==> src/rtl/c7b_mem_arb_if.sv <==
// Bundle of IFU, LSU and memory-port signals around the c7b memory arbiter.
// The slave modport is the arbiter side; master is the surrounding fabric.
interface c7b_mem_arb_if;
    logic        ifu_req;
    logic [31:0] ifu_addr;
    logic        ifu_ack;
    logic        ifu_rvalid;
    logic [31:0] ifu_rdata;

    logic        lsu_req;
    logic        lsu_we;
    logic [31:0] lsu_addr;
    logic [31:0] lsu_wdata;
    logic [3:0]  lsu_wstrb;
    logic        lsu_ack;
    logic        lsu_rvalid;
    logic [31:0] lsu_rdata;

    logic        mem_req;
    logic        mem_we;
    logic [31:0] mem_addr;
    logic [31:0] mem_wdata;
    logic [3:0]  mem_wstrb;
    logic        mem_ack;
    logic        mem_rvalid;
    logic [31:0] mem_rdata;

    logic        err_timeout;

    modport slave (
        input  ifu_req, ifu_addr,
        input  lsu_req, lsu_we, lsu_addr, lsu_wdata, lsu_wstrb,
        input  mem_ack, mem_rvalid, mem_rdata,
        output ifu_ack, ifu_rvalid, ifu_rdata,
        output lsu_ack, lsu_rvalid, lsu_rdata,
        output mem_req, mem_we, mem_addr, mem_wdata, mem_wstrb,
        output err_timeout
    );

    modport master (
        output ifu_req, ifu_addr,
        output lsu_req, lsu_we, lsu_addr, lsu_wdata, lsu_wstrb,
        output mem_ack, mem_rvalid, mem_rdata,
        input  ifu_ack, ifu_rvalid, ifu_rdata,
        input  lsu_ack, lsu_rvalid, lsu_rdata,
        input  mem_req, mem_we, mem_addr, mem_wdata, mem_wstrb,
        input  err_timeout
    );
endinterface

==> src/rtl/c7b_mem_arb.sv <==
// Single-port memory arbiter between IFU and LSU, one transaction at a time,
// with LSU priority, IFU anti-starvation and a response watchdog.
module c7b_mem_arb #(
    parameter int unsigned STARVE_MAX = 4,
    parameter int unsigned TIMEOUT    = 64
) (
    input  logic          clk,
    input  logic          reset,
    c7b_mem_arb_if.slave  bus
);
    typedef enum logic [1:0] {IDLE, REQ, WAIT} state_t;

    localparam logic [3:0] SMAX = 4'(STARVE_MAX);
    localparam logic [7:0] TMAX = 8'(TIMEOUT);

    state_t      state;
    logic        owner_lsu;
    logic [3:0]  streak;
    logic [7:0]  wdog;
    logic        mem_req;
    logic        mem_we;
    logic [31:0] mem_addr;
    logic [31:0] mem_wdata;
    logic [3:0]  mem_wstrb;

    logic        idle;
    logic        waiting;
    logic        win_lsu;
    logic        win_ifu;
    logic        tmo;
    logic        done;
    logic [31:0] rdata;

    assign idle    = (state == IDLE) && !reset;
    assign waiting = (state == WAIT) && !reset;
    // IFU only overrides LSU once the contended streak is exhausted
    assign win_lsu = bus.lsu_req && (!bus.ifu_req || streak != SMAX);
    assign win_ifu = bus.ifu_req && !win_lsu;

    assign tmo   = waiting && (TMAX != 8'd0) && (wdog == TMAX)
                && !bus.mem_rvalid;
    assign done  = waiting && (bus.mem_rvalid || tmo);
    assign rdata = (bus.mem_rvalid && !mem_we) ? bus.mem_rdata : 32'h0;

    assign bus.ifu_ack     = idle && win_ifu;
    assign bus.lsu_ack     = idle && win_lsu;
    assign bus.ifu_rvalid  = done && !owner_lsu;
    assign bus.lsu_rvalid  = done && owner_lsu;
    assign bus.ifu_rdata   = bus.ifu_rvalid ? rdata : 32'h0;
    assign bus.lsu_rdata   = bus.lsu_rvalid ? rdata : 32'h0;
    assign bus.err_timeout = tmo;

    assign bus.mem_req   = mem_req;
    assign bus.mem_we    = mem_we;
    assign bus.mem_addr  = mem_addr;
    assign bus.mem_wdata = mem_wdata;
    assign bus.mem_wstrb = mem_wstrb;

    always_ff @(posedge clk or posedge reset) begin
        if (reset) begin
            state     <= IDLE;
            owner_lsu <= 1'b0;
            streak    <= 4'd0;
            wdog      <= 8'd0;
            mem_req   <= 1'b0;
            mem_we    <= 1'b0;
            mem_addr  <= 32'h0;
            mem_wdata <= 32'h0;
            mem_wstrb <= 4'h0;
        end else begin
            unique case (state)
                IDLE: begin
                    if (win_lsu) begin
                        state     <= REQ;
                        owner_lsu <= 1'b1;
                        mem_req   <= 1'b1;
                        mem_we    <= bus.lsu_we;
                        mem_addr  <= bus.lsu_addr;
                        mem_wdata <= bus.lsu_wdata;
                        mem_wstrb <= bus.lsu_we ? bus.lsu_wstrb : 4'h0;
                        if (bus.ifu_req && streak != SMAX)
                            streak <= streak + 4'd1;
                    end else if (win_ifu) begin
                        state     <= REQ;
                        owner_lsu <= 1'b0;
                        mem_req   <= 1'b1;
                        mem_we    <= 1'b0;
                        mem_addr  <= bus.ifu_addr;
                        mem_wdata <= 32'h0;
                        mem_wstrb <= 4'h0;
                        streak    <= 4'd0;
                    end
                end
                REQ: begin
                    if (bus.mem_ack) begin
                        state   <= WAIT;
                        mem_req <= 1'b0;
                        wdog    <= 8'd0;
                    end
                end
                WAIT: begin
                    if (bus.mem_rvalid || tmo)
                        state <= IDLE;
                    else if (wdog != 8'hff)
                        wdog <= wdog + 8'd1;
                end
                default: state <= IDLE;
            endcase
        end
    end
endmodule

==> src/flat_wrapper.sv <==
// flat-port wrapper written by rule: the top's interface ports become plain ports
module c7b_mem_arb_flat 
#(
    parameter int unsigned STARVE_MAX = 4,
    parameter int unsigned TIMEOUT    = 64
)
  (clk, reset, bus_ifu_req, bus_ifu_addr, bus_lsu_req, bus_lsu_we, bus_lsu_addr, bus_lsu_wdata, bus_lsu_wstrb, bus_mem_ack, bus_mem_rvalid, bus_mem_rdata, bus_ifu_ack, bus_ifu_rvalid, bus_ifu_rdata, bus_lsu_ack, bus_lsu_rvalid, bus_lsu_rdata, bus_mem_req, bus_mem_we, bus_mem_addr, bus_mem_wdata, bus_mem_wstrb, bus_err_timeout);
  c7b_mem_arb_if bus_i ();
  input  logic clk;
  input  logic reset;
  input wire logic [$bits(bus_i.ifu_req)-1:0] bus_ifu_req;
  input wire logic [$bits(bus_i.ifu_addr)-1:0] bus_ifu_addr;
  input wire logic [$bits(bus_i.lsu_req)-1:0] bus_lsu_req;
  input wire logic [$bits(bus_i.lsu_we)-1:0] bus_lsu_we;
  input wire logic [$bits(bus_i.lsu_addr)-1:0] bus_lsu_addr;
  input wire logic [$bits(bus_i.lsu_wdata)-1:0] bus_lsu_wdata;
  input wire logic [$bits(bus_i.lsu_wstrb)-1:0] bus_lsu_wstrb;
  input wire logic [$bits(bus_i.mem_ack)-1:0] bus_mem_ack;
  input wire logic [$bits(bus_i.mem_rvalid)-1:0] bus_mem_rvalid;
  input wire logic [$bits(bus_i.mem_rdata)-1:0] bus_mem_rdata;
  output wire logic [$bits(bus_i.ifu_ack)-1:0] bus_ifu_ack;
  output wire logic [$bits(bus_i.ifu_rvalid)-1:0] bus_ifu_rvalid;
  output wire logic [$bits(bus_i.ifu_rdata)-1:0] bus_ifu_rdata;
  output wire logic [$bits(bus_i.lsu_ack)-1:0] bus_lsu_ack;
  output wire logic [$bits(bus_i.lsu_rvalid)-1:0] bus_lsu_rvalid;
  output wire logic [$bits(bus_i.lsu_rdata)-1:0] bus_lsu_rdata;
  output wire logic [$bits(bus_i.mem_req)-1:0] bus_mem_req;
  output wire logic [$bits(bus_i.mem_we)-1:0] bus_mem_we;
  output wire logic [$bits(bus_i.mem_addr)-1:0] bus_mem_addr;
  output wire logic [$bits(bus_i.mem_wdata)-1:0] bus_mem_wdata;
  output wire logic [$bits(bus_i.mem_wstrb)-1:0] bus_mem_wstrb;
  output wire logic [$bits(bus_i.err_timeout)-1:0] bus_err_timeout;
  assign bus_i.ifu_req = bus_ifu_req;
  assign bus_i.ifu_addr = bus_ifu_addr;
  assign bus_i.lsu_req = bus_lsu_req;
  assign bus_i.lsu_we = bus_lsu_we;
  assign bus_i.lsu_addr = bus_lsu_addr;
  assign bus_i.lsu_wdata = bus_lsu_wdata;
  assign bus_i.lsu_wstrb = bus_lsu_wstrb;
  assign bus_i.mem_ack = bus_mem_ack;
  assign bus_i.mem_rvalid = bus_mem_rvalid;
  assign bus_i.mem_rdata = bus_mem_rdata;
  assign bus_ifu_ack = bus_i.ifu_ack;
  assign bus_ifu_rvalid = bus_i.ifu_rvalid;
  assign bus_ifu_rdata = bus_i.ifu_rdata;
  assign bus_lsu_ack = bus_i.lsu_ack;
  assign bus_lsu_rvalid = bus_i.lsu_rvalid;
  assign bus_lsu_rdata = bus_i.lsu_rdata;
  assign bus_mem_req = bus_i.mem_req;
  assign bus_mem_we = bus_i.mem_we;
  assign bus_mem_addr = bus_i.mem_addr;
  assign bus_mem_wdata = bus_i.mem_wdata;
  assign bus_mem_wstrb = bus_i.mem_wstrb;
  assign bus_err_timeout = bus_i.err_timeout;
  c7b_mem_arb #(.STARVE_MAX(STARVE_MAX), .TIMEOUT(TIMEOUT)) u_core (.clk(clk), .reset(reset), .bus(bus_i));
endmodule
==> config.mk <==
export PLATFORM = sky130hd
export DESIGN_NAME = c7b_mem_arb_flat
export DESIGN_NICKNAME = d
export VERILOG_FILES = /design/src/rtl/c7b_mem_arb_if.sv /design/src/rtl/c7b_mem_arb.sv /design/src/flat_wrapper.sv
export SDC_FILE = /design/constraint.sdc
export NUM_CORES = 1
export LEC_CHECK = 0
export ABC_AREA = 1
export CORE_MARGIN = 4
export CORE_UTILIZATION = 40
export CTS_CLUSTER_DIAMETER = 50
export DETAILED_ROUTE_END_ITERATION = 7
export HOLD_SLACK_MARGIN = 0.1
export PLACE_DENSITY = 0.89
export SYNTH_ARGS = -nofsm -noshare
export SYNTH_HDL_FRONTEND = slang
export SYNTH_SLANG_ARGS = --single-unit
==> constraint.sdc <==
create_clock -name clk -period 5.9 [get_ports clk]
set_input_delay 1.18 -clock clk [delete_from_list [all_inputs] [get_ports clk]]
set_output_delay 1.18 -clock clk [all_outputs]
set_load 0.01 [all_outputs]
## Word-level counts from Yosys, hierarchy flattened

Index checks and enable logic that the tools add are counted.

- Reduce and logical (&&, ||, !) cells: 30
- Eq/ne operators: 11
- Add/sub/neg operators: 2
- Multiplexer cells: 28

Operators by type and width:

| operator | number |
|---|---|
| 32-bit two-way mux | 7 |
| 8-bit two-way mux | 3 |
| 4-bit two-way mux | 5 |
| 8-bit one-hot mux with 2 select lines | 1 |
| 1-bit logical AND | 13 |
| 2-bit != test, second input constant | 5 |
| 3-bit AND reduction | 3 |
| 8-bit by 1-bit adder with 8-bit output, second input constant | 1 |
| 8-bit by 7-bit equality test with 1-bit output, second input constant | 1 |
| 2-bit two-way mux | 4 |
| 8-bit != test, second input constant | 1 |
| 1-bit zero test | 6 |
| 1-bit two-way mux | 6 |
| 2-bit one-hot mux with 3 select lines | 1 |
| 2-bit nonzero test | 3 |
| 4-bit by 1-bit adder with 4-bit output, second input constant | 1 |
| 4-bit by 3-bit != test with 1-bit output, second input constant | 1 |
| 4-bit AND reduction | 1 |
| 3-bit by 1-bit != test with 1-bit output, second input constant | 1 |
| 2-bit by 1-bit equality test with 1-bit output, second input constant | 1 |
| 2-bit equality test, second input constant | 1 |
| 2-bit zero test | 1 |
| 1-bit logical OR | 2 |
| 1-bit one-hot mux with 2 select lines | 1 |
| 2-bit AND reduction | 1 |

- Output and inout bits: 139
- Register bits after elaboration: 85
- Logic and storage cells: 80

## Longest topological paths before layout

Gate-level depths: netlist (run 1).

- Word-level depth: 8
- Depth in mapped cells: 10
- Depth with buffers taken out: 9

## Worst setup path before layout (run 1)

No wires, ideal clock.

- Path type: input -> output
- Start: input bus_mem_rvalid
- End: output bus_ifu_rdata[23]
- Arrival: 2090 ps
- Path slack: 2630 ps
- Stages on the path: 5
- Data required time: 4720 ps
- Buffers on the path: 1
- Path through: inv_1 -> nor2_2 -> clkbuf_1 -> nand2_1 -> nor3_1

- Cells in the longest elaborated chain, start to end: 6
- Elaborated cells between the ends (all ways): 8
- Classes of those cells: mux (2); reduce/logical (6)

Ends and longest elaborated chain:

| item | RTL line | RTL |
|---|---|---|
| start, declared | flat_wrapper.sv:19 | `input wire logic [$bits(bus_i.mem_rvalid)-1:0] bus_mem_rvalid;` |
| 1-bit zero test | c7b_mem_arb.sv:41 | `&& !bus.mem_rvalid;` |
| 1-bit logical AND | c7b_mem_arb.sv:41 |  |
| 1-bit logical OR | c7b_mem_arb.sv:42 | `assign done = waiting && (bus.mem_rvalid \|\| tmo);` |
| 1-bit logical AND | c7b_mem_arb.sv:42 |  |
| 1-bit logical AND | c7b_mem_arb.sv:47 | `assign bus.ifu_rvalid = done && !owner_lsu;` |
| 32-bit two-way mux (*) | c7b_mem_arb.sv:49 | `assign bus.ifu_rdata = bus.ifu_rvalid ? rdata : 32'h0;` |
| end, declared | flat_wrapper.sv:23 | `output wire logic [$bits(bus_i.ifu_rdata)-1:0] bus_ifu_rdata;` |

Mark *: on every way between the ends. The rest lies on a longest branch, timed or not.

## Worst setup path in the final report (run 1)

- Start: input reset
- End: output bus_lsu_rdata[6]

- Cells in the longest elaborated chain, start to end: 8

Ends and longest elaborated chain:

| item | RTL line | RTL |
|---|---|---|
| start, declared | flat_wrapper.sv:10 | `input logic reset;` |
| 1-bit zero test (*) | c7b_mem_arb.sv:35 | `assign waiting = (state == WAIT) && !reset;` |
| 1-bit logical AND (*) | c7b_mem_arb.sv:35 |  |
| 1-bit logical AND | c7b_mem_arb.sv:40 | `assign tmo = waiting && (TMAX != 8'd0) && (wdog == TMAX)` |
| 1-bit logical AND | c7b_mem_arb.sv:41 |  |
| 1-bit logical OR | c7b_mem_arb.sv:42 |  |
| 1-bit logical AND (*) | c7b_mem_arb.sv:42 |  |
| 1-bit logical AND (*) | c7b_mem_arb.sv:48 | `assign bus.lsu_rvalid = done && owner_lsu;` |
| 32-bit two-way mux (*) | c7b_mem_arb.sv:50 | `assign bus.lsu_rdata = bus.lsu_rvalid ? rdata : 32'h0;` |
| end, declared | flat_wrapper.sv:26 | `output wire logic [$bits(bus_i.lsu_rdata)-1:0] bus_lsu_rdata;` |

Marks and branches as above.

==> impl_metrics.tcl, run 1 <==
set metrics [dict create \
    antenna_found_initial 0 \
    start_kind "primary input" \
    numCtsBuffers 9 \
    area_growth_pct 68.81 \
    layout-drive-gt1-share 0.09620 \
    synth_edf_count 0 \
    postCtsSetupBuffers 0 \
    grt_pass1_vias 4979 \
    yosys_most_used_dff "dfrtp_1" \
    setup_ws_ps 1121 \
    use_met1 0.2617 \
    clock_skew_ps 4.746 \
    cp.arrival_ps 3600 \
    total_power_uw 3098 \
    grt_pass1_wl_mm 24.64 \
    post_cts_resize_count 0 \
    initial_utilization 0.4127 \
    leakage_uw 0.003104 \
    synth_warnings 0 \
    tightest_slew_ps 1173 \
    grt_usage 0.2358 \
    ys_types 25 \
    ctsHoldBuffers 0 \
    worstHoldPathCells 2 \
    routed_wl_mm 16.04 \
    clock-root-buffer "clkbuf_16" \
    final-max-slew-violation-count 0 \
    gp_routability_congestion 0.9586 \
    rsz0062_at_grt "false" \
    p_per_area_nw_per_um2 406.6 \
    htreeDepth 3 \
    gr-total-overflow 0 \
    hp-class "reg -> reg" \
    r2r_slack_ps 3610 \
    layout.nets 928 \
    synth_common_cells "nand2_1 (105), dfrtp_1 (85), a21oi_1 (66)" \
    core_area_sq_um 10940 \
    ys_seq_elements 85 \
    min_period_ps 4779 \
    maxCapViolCount 0 \
    n_antenna_cell 0 \
    clk_latency_ps 330 \
    slew_headroom 0.2134 \
    row_count 38 \
    port_buffers 277 \
    status "finished clean" \
    async_flop_share 1.000 \
    die_height_um 114.2 \
    met2_usage 0.4239 \
    final_util 0.6967 \
    vias 4923 \
    grt-busiest-layer "met2" \
    routedWlPerCell_um 17.25 \
    clk_pin_slew_worst_paths_ps 60 \
    fmax_mhz 209.3 \
    setup_viol 0 \
    dp_hpwl_mm 12.18 \
    ant_nets 0 \
    syn_area_sq_um 4513 \
    grt_max_degree 57 \
    crit_required_ps 4720 \
    synth_area_leaders "dfrtp_1 (47%), nor3_2 (8.9%), nand2_1 (8.7%)" \
    die_area_sq_um 13050 \
    io_pins 278 \
    cts_tree "yes" \
    synth_top_area_share 0.4713 \
    cts_sinks 85 \
    clockBufferDepth 2 \
    ys_seq_area_frac 0.4713 \
    worstSetupPathType "in -> out" \
    synth_top_area_cell "dfrtp_1" \
    endpoint_kind "output port" \
    r2r_cells 7 \
    synth_fp_nets 671 \
    globalRouteMet3Util 0.06660 \
    drtIter0Drc 451 \
    crit_fanout 31 \
    post-route-drc-count 0 \
    syn_area_per_cell_sq_um 8.547 \
    drt_first_pass_iters 7 \
    syn-instance-count 528 \
    pre_cts_ws_ps 1149 \
    yosysMostFrequentCell "nand2_1" \
    viasPerCell 5.294 \
    fin_crit_sh 0.8100 \
    die_x_um 114.2 \
    ir_drop_uv 267.3 \
    tns_ps 0 \
    hold_viol_final 0 \
]
[cell families (layout without fill, tap and decap cells)]
logic type               after synthesis  in the layout  share of synthesized area
AO/OA/AOI/OAI                        105            105                     0.1444
XOR/XNOR                               3              3                   0.005823
adder cells (fa/ha/maj)                4              4                    0.01109
buffers and inverters                 67            329                    0.06848
flip-flops                            85             85                     0.4713
AND/OR/NAND/NOR                      264            264                     0.2989
[placed cells by master (no fill, tap or decap), drive strengths merged]
master,Yosys,routed
clkdlybuf4s50,0,277
nand2,108,108
dfrtp,85,85
a21oi,66,66
nor3,66,66
nor2,56,56
a22o,33,33
nand3,29,29
inv,27,26
clkbuf,16,13
buf,23,8
o21ai,5,5
nand4,4,4
ha,4,4
clkinv,1,4
xor2,3,3
nor3b,1,1
o31ai,1,1
clkinvlp,0,1
[final cells by class]
cell class | count | area (sq um)
Clock buffer | 13 | 280.3
Multi-Input combinational cell | 376 | 2079
Timing Repair Buffer | 285 | 2833
Sequential cell | 85 | 2127
Inverter | 28 | 106.4
Fill cell | 856 | 3317
Clock inverter | 3 | 17.52
Tap cell | 140 | 175.2
[through the flow]
step                      instances  instance area [sq um]  hold WS, ps
after detailed placement        914                   7321        469.2
after CTS                       930                   7619        484.7
after floorplan                 528                   4513        471.2
after global routing            930                   7619        509.9
after global placement          914                   7321        466.2
final                           930                   7619        485.3
[per-layer routing]
metal | part of all wire | vias to the layer above
met1 | 0.37 | 2316
met4 | 0.029 | 0
met3 | 0.092 | 38
li1 | - | 2296
met2 | 0.51 | 273
met5 | 0 | -
[path summary, 6_finish.rpt]
kind | startpoint | to
max | reset | bus_lsu_rdata[6]
min | u_core.bus.mem_wstrb[0]$_DFFE_PP0P_ | u_core.bus.mem_wstrb[0]$_DFFE_PP0P_
max reg2reg | u_core.state[1]$_DFFE_PP0P_ | u_core.bus.mem_addr[11]$_DFFE_PP0P_
min reg2reg | u_core.bus.mem_wstrb[0]$_DFFE_PP0P_ | u_core.bus.mem_wstrb[0]$_DFFE_PP0P_
max in group asynchronous | reset | u_core.bus.mem_we$_DFFE_PP0P_
min in group asynchronous | reset | u_core.state[0]$_DFFE_PP0P_
[critical path, cell delays in order]
cell and delay [ps]:
clkdlybuf4s50_1 470, nor2_1 220, nand2_1 150, nand2_2 110
nand2_2 260, buf_4 360, nor3_1 230, clkdlybuf4s50_1 600
[sequential cells by signal, summed over array words and instances, names as in the netlist]
name	cells
u_core.bus.mem_wstrb	4
u_core.state	2
u_core.owner_lsu	1
u_core.wdog	8
u_core.streak	4
u_core.bus.mem_wdata	32
u_core.bus.mem_we	1
u_core.bus.mem_req	1
u_core.bus.mem_addr	32
[report_power, final]
| part | internal (uW) | switching, uW |
|---|---|---|
| registers | 844 | 161 |
| clock network | 330 | 220 |
| logic | 727 | 815 |
Note: power is estimated with default switching activity, not from simulation.
==> run 2, diff against run 1 <==
CORE_UTILIZATION = 34   (was 40)
PLACE_DENSITY = 0.81   (was 0.89)
clock period = 4.2 ns   (was 5.9 ns; I/O delays follow)
==> run 2 against run 1 <==
  * Die area grew 16%
  * Final cell count increased by 3.5%
  * Critical path depth did not move
  * Sequential share of layout area decreased by 0.34 points
  * Combinational power increased by 41%
  * Worst setup slack got worse by 790 ps
  * Critical path type unchanged
  * Largest power group unchanged
  * Highest routed layer is now met5
==> impl_metrics.tcl, run 2 (same netlist as run 1, synthesis figures left out) <==
set metrics [dict create \
    grt_pass1_vias 4653 \
    die_x_um 123.2 \
    start_kind "primary input" \
    die_height_um 123.2 \
    hp-start "u_core.bus.mem_wstrb[0]$_DFFE_PP0P_" \
    worstHoldPathCells 2 \
    r2r_cells 7 \
    min_to "u_core.bus.mem_wstrb[0]$_DFFE_PP0P_" \
    htreeDepth 3 \
    layout.nets 929 \
    io_pins 278 \
    min_period_ps 3866 \
    largestRegisters "u_core.bus.mem_addr x32, u_core.bus.mem_wdata x32, u_core.wdog x8" \
    combPwrFrac 0.495 \
    crit_fanout 57 \
    setup_viol 0 \
    worstSetupPathType "in -> out" \
    antenna_found_initial 1 \
    clock_skew_ps 6.038 \
    rsz0062_at_grt "false" \
    gp_routability_congestion 0.8652 \
    ant_nets 0 \
    ir_drop_uv 384.2 \
    setup_ws_ps 334.3 \
    slowest_delay_ps 580 \
    cp.arrival_ps 3030 \
    switching_power_uw 1686 \
    viasPerCell 4.875 \
    grt_pass1_wl_mm 23.07 \
    post-route-drc-count 0 \
    dp_cells 947 \
    layout_common_cells "clkdlybuf4s50_1 (277), nand2_1 (105), dfrtp_1 (85)" \
    hold_viol_final 0 \
    cts_sinks 85 \
    reg2reg_from "u_core.state[1]$_DFFE_PP0P_" \
    status "finished clean" \
    n_antenna_cell 0 \
    leakage_uw 0.003130 \
    ctsHoldBuffers 0 \
    die_area_sq_um 15180 \
    crit_family "buffers and inverters" \
    dp_hpwl_mm 11.41 \
    port_buffers 277 \
    critPathBufInv 3 \
    final_area_sq_um 7712 \
    fin_crit_sh 0.9204 \
    tns_ps 0 \
    crit_required_ps 3360 \
    row_count 41 \
    area_growth_pct 70.89 \
    core_area_sq_um 12820 \
    dpl-instance-area_sq_um 7406 \
    intPower_uw 2699 \
    gr-total-overflow 0 \
    cp.depth 8 \
    routedWlPerCell_um 15.72 \
    final_common_cell "clkdlybuf4s50_1" \
    initial_utilization 0.3519 \
    clock-root-buffer "clkbuf_16" \
    maxCapViolCount 0 \
    hp-class "reg -> reg" \
    post_cts_resize_count 0 \
    layout-drive-gt1-share 0.09735 \
    grt_max_degree 58 \
    clk_pin_slew_worst_paths_ps 60 \
    tightest_slew_ps 679.6 \
    final-max-slew-violation-count 0 \
    clk_latency_ps 330 \
    vias 4695 \
    slew_headroom 0.5458 \
    cts_tree "yes" \
    power_frac_seq 0.321 \
    clockBufferDepth 2 \
    pre_cts_ws_ps 371.7 \
    numCtsBuffers 9 \
    endpoint_kind "output port" \
    postCtsSetupBuffers 0 \
    r2r_slack_ps 2090 \
    crit_slowest_cell "clkdlybuf4s50_1" \
    fillCellCount 1147 \
    drt_first_pass_iters 4 \
    whs_ps 483.4 \
    drtIter0Drc 207 \
    clkPwrFrac 0.184 \
    r2r-end "u_core.bus.mem_addr[14]$_DFFE_PP0P_" \
    fmax_mhz 258.7 \
    p_per_area_nw_per_um2 568.6 \
    critical_path.cell_chain "clkdlybuf4s50_1 -> nor2_1 -> nand2_1 -> nand2_2 -> nand2_2 -> buf_12 -> nor3_1 -> clkdlybuf4s50_1" \
    switching_share 0.3846 \
    grt_usage 0.1909 \
    finalNonFillerCells 963 \
    routed_wl_mm 15.14 \
]
run 2: cell count changes in the layout (fill, tap and decap cells not counted), sizes merged:
cell      delta
inv          +3
clkinvlp     -1
bufinv       +1
clkbuf       -4
clkinv       +1
buf          +1
run 2: layout make-up:
cell class,count,area (sq um),share of cell area
clock buffer,9,225.2,0.02920
clock inverter,7,81.33,0.01055
timing repair buffer,286,2878,0.3731
sequential,85,2127,0.2758
inverter,28,106.4,0.01379
multi-input combinational,376,2079,0.2696
tap,172,215.2,0.02790
run 2: worst max-delay path by stage:
stage	endpoint	from
finish	bus_lsu_rdata[4]	reset
global route	bus_ifu_rdata[23]	reset
floorplan	u_core.bus.mem_addr[0]$_DFFE_PP0P_	reset
global placement	bus_lsu_rdata[12]	reset
detailed placement	bus_lsu_rdata[4]	reset
CTS	bus_lsu_rdata[4]	reset
run 2: per-stage QoR:
stage                     power, uW    util
after floorplan                2498       -
after global placement         3567  0.5775
after detailed placement       3602  0.5775
after CTS                      4442  0.6014
after global routing           4680  0.6014
final                          4385  0.6014
run 2: power by group through the flow:
| stage | Combinational, uW | Sequential, uW | Clock, uW |
|---|---|---|---|
| floorplan | 957 | 1540 | 0 |
| global placement | 2170 | 1390 | 0 |
| detailed placement | 2200 | 1400 | 0 |
| CTS | 2200 | 1400 | 834 |
| global route | 2370 | 1450 | 867 |
| finish | 2170 | 1410 | 809 |
run 2: metal layers:
layer  global-route usage  part of all wire  vias up
li1                     -                 -     2300
met1               0.2172              0.38     2167
met2               0.3262              0.48      202
met3              0.07411              0.11       24
met4              0.06713             0.020        2
met5                    0           0.00086        -
run 2: worst register-to-register path: cells and delay by family, from the launching register on:
| kind | cells | cell delay (ps) |
|---|---|---|
| flops | 1 | 400 |
| buf+inv | 2 | 490 |
| compound gates | 1 | 70 |
| simple gates | 4 | 1030 |
==> run 3, diff against run 2 <==
SKIP_CTS_REPAIR_TIMING = 1   (was default)
SLEW_MARGIN = 15   (was default)
==> results of run 3 <==
No change in the layout: final DEF, timing and power equal those of run 2.
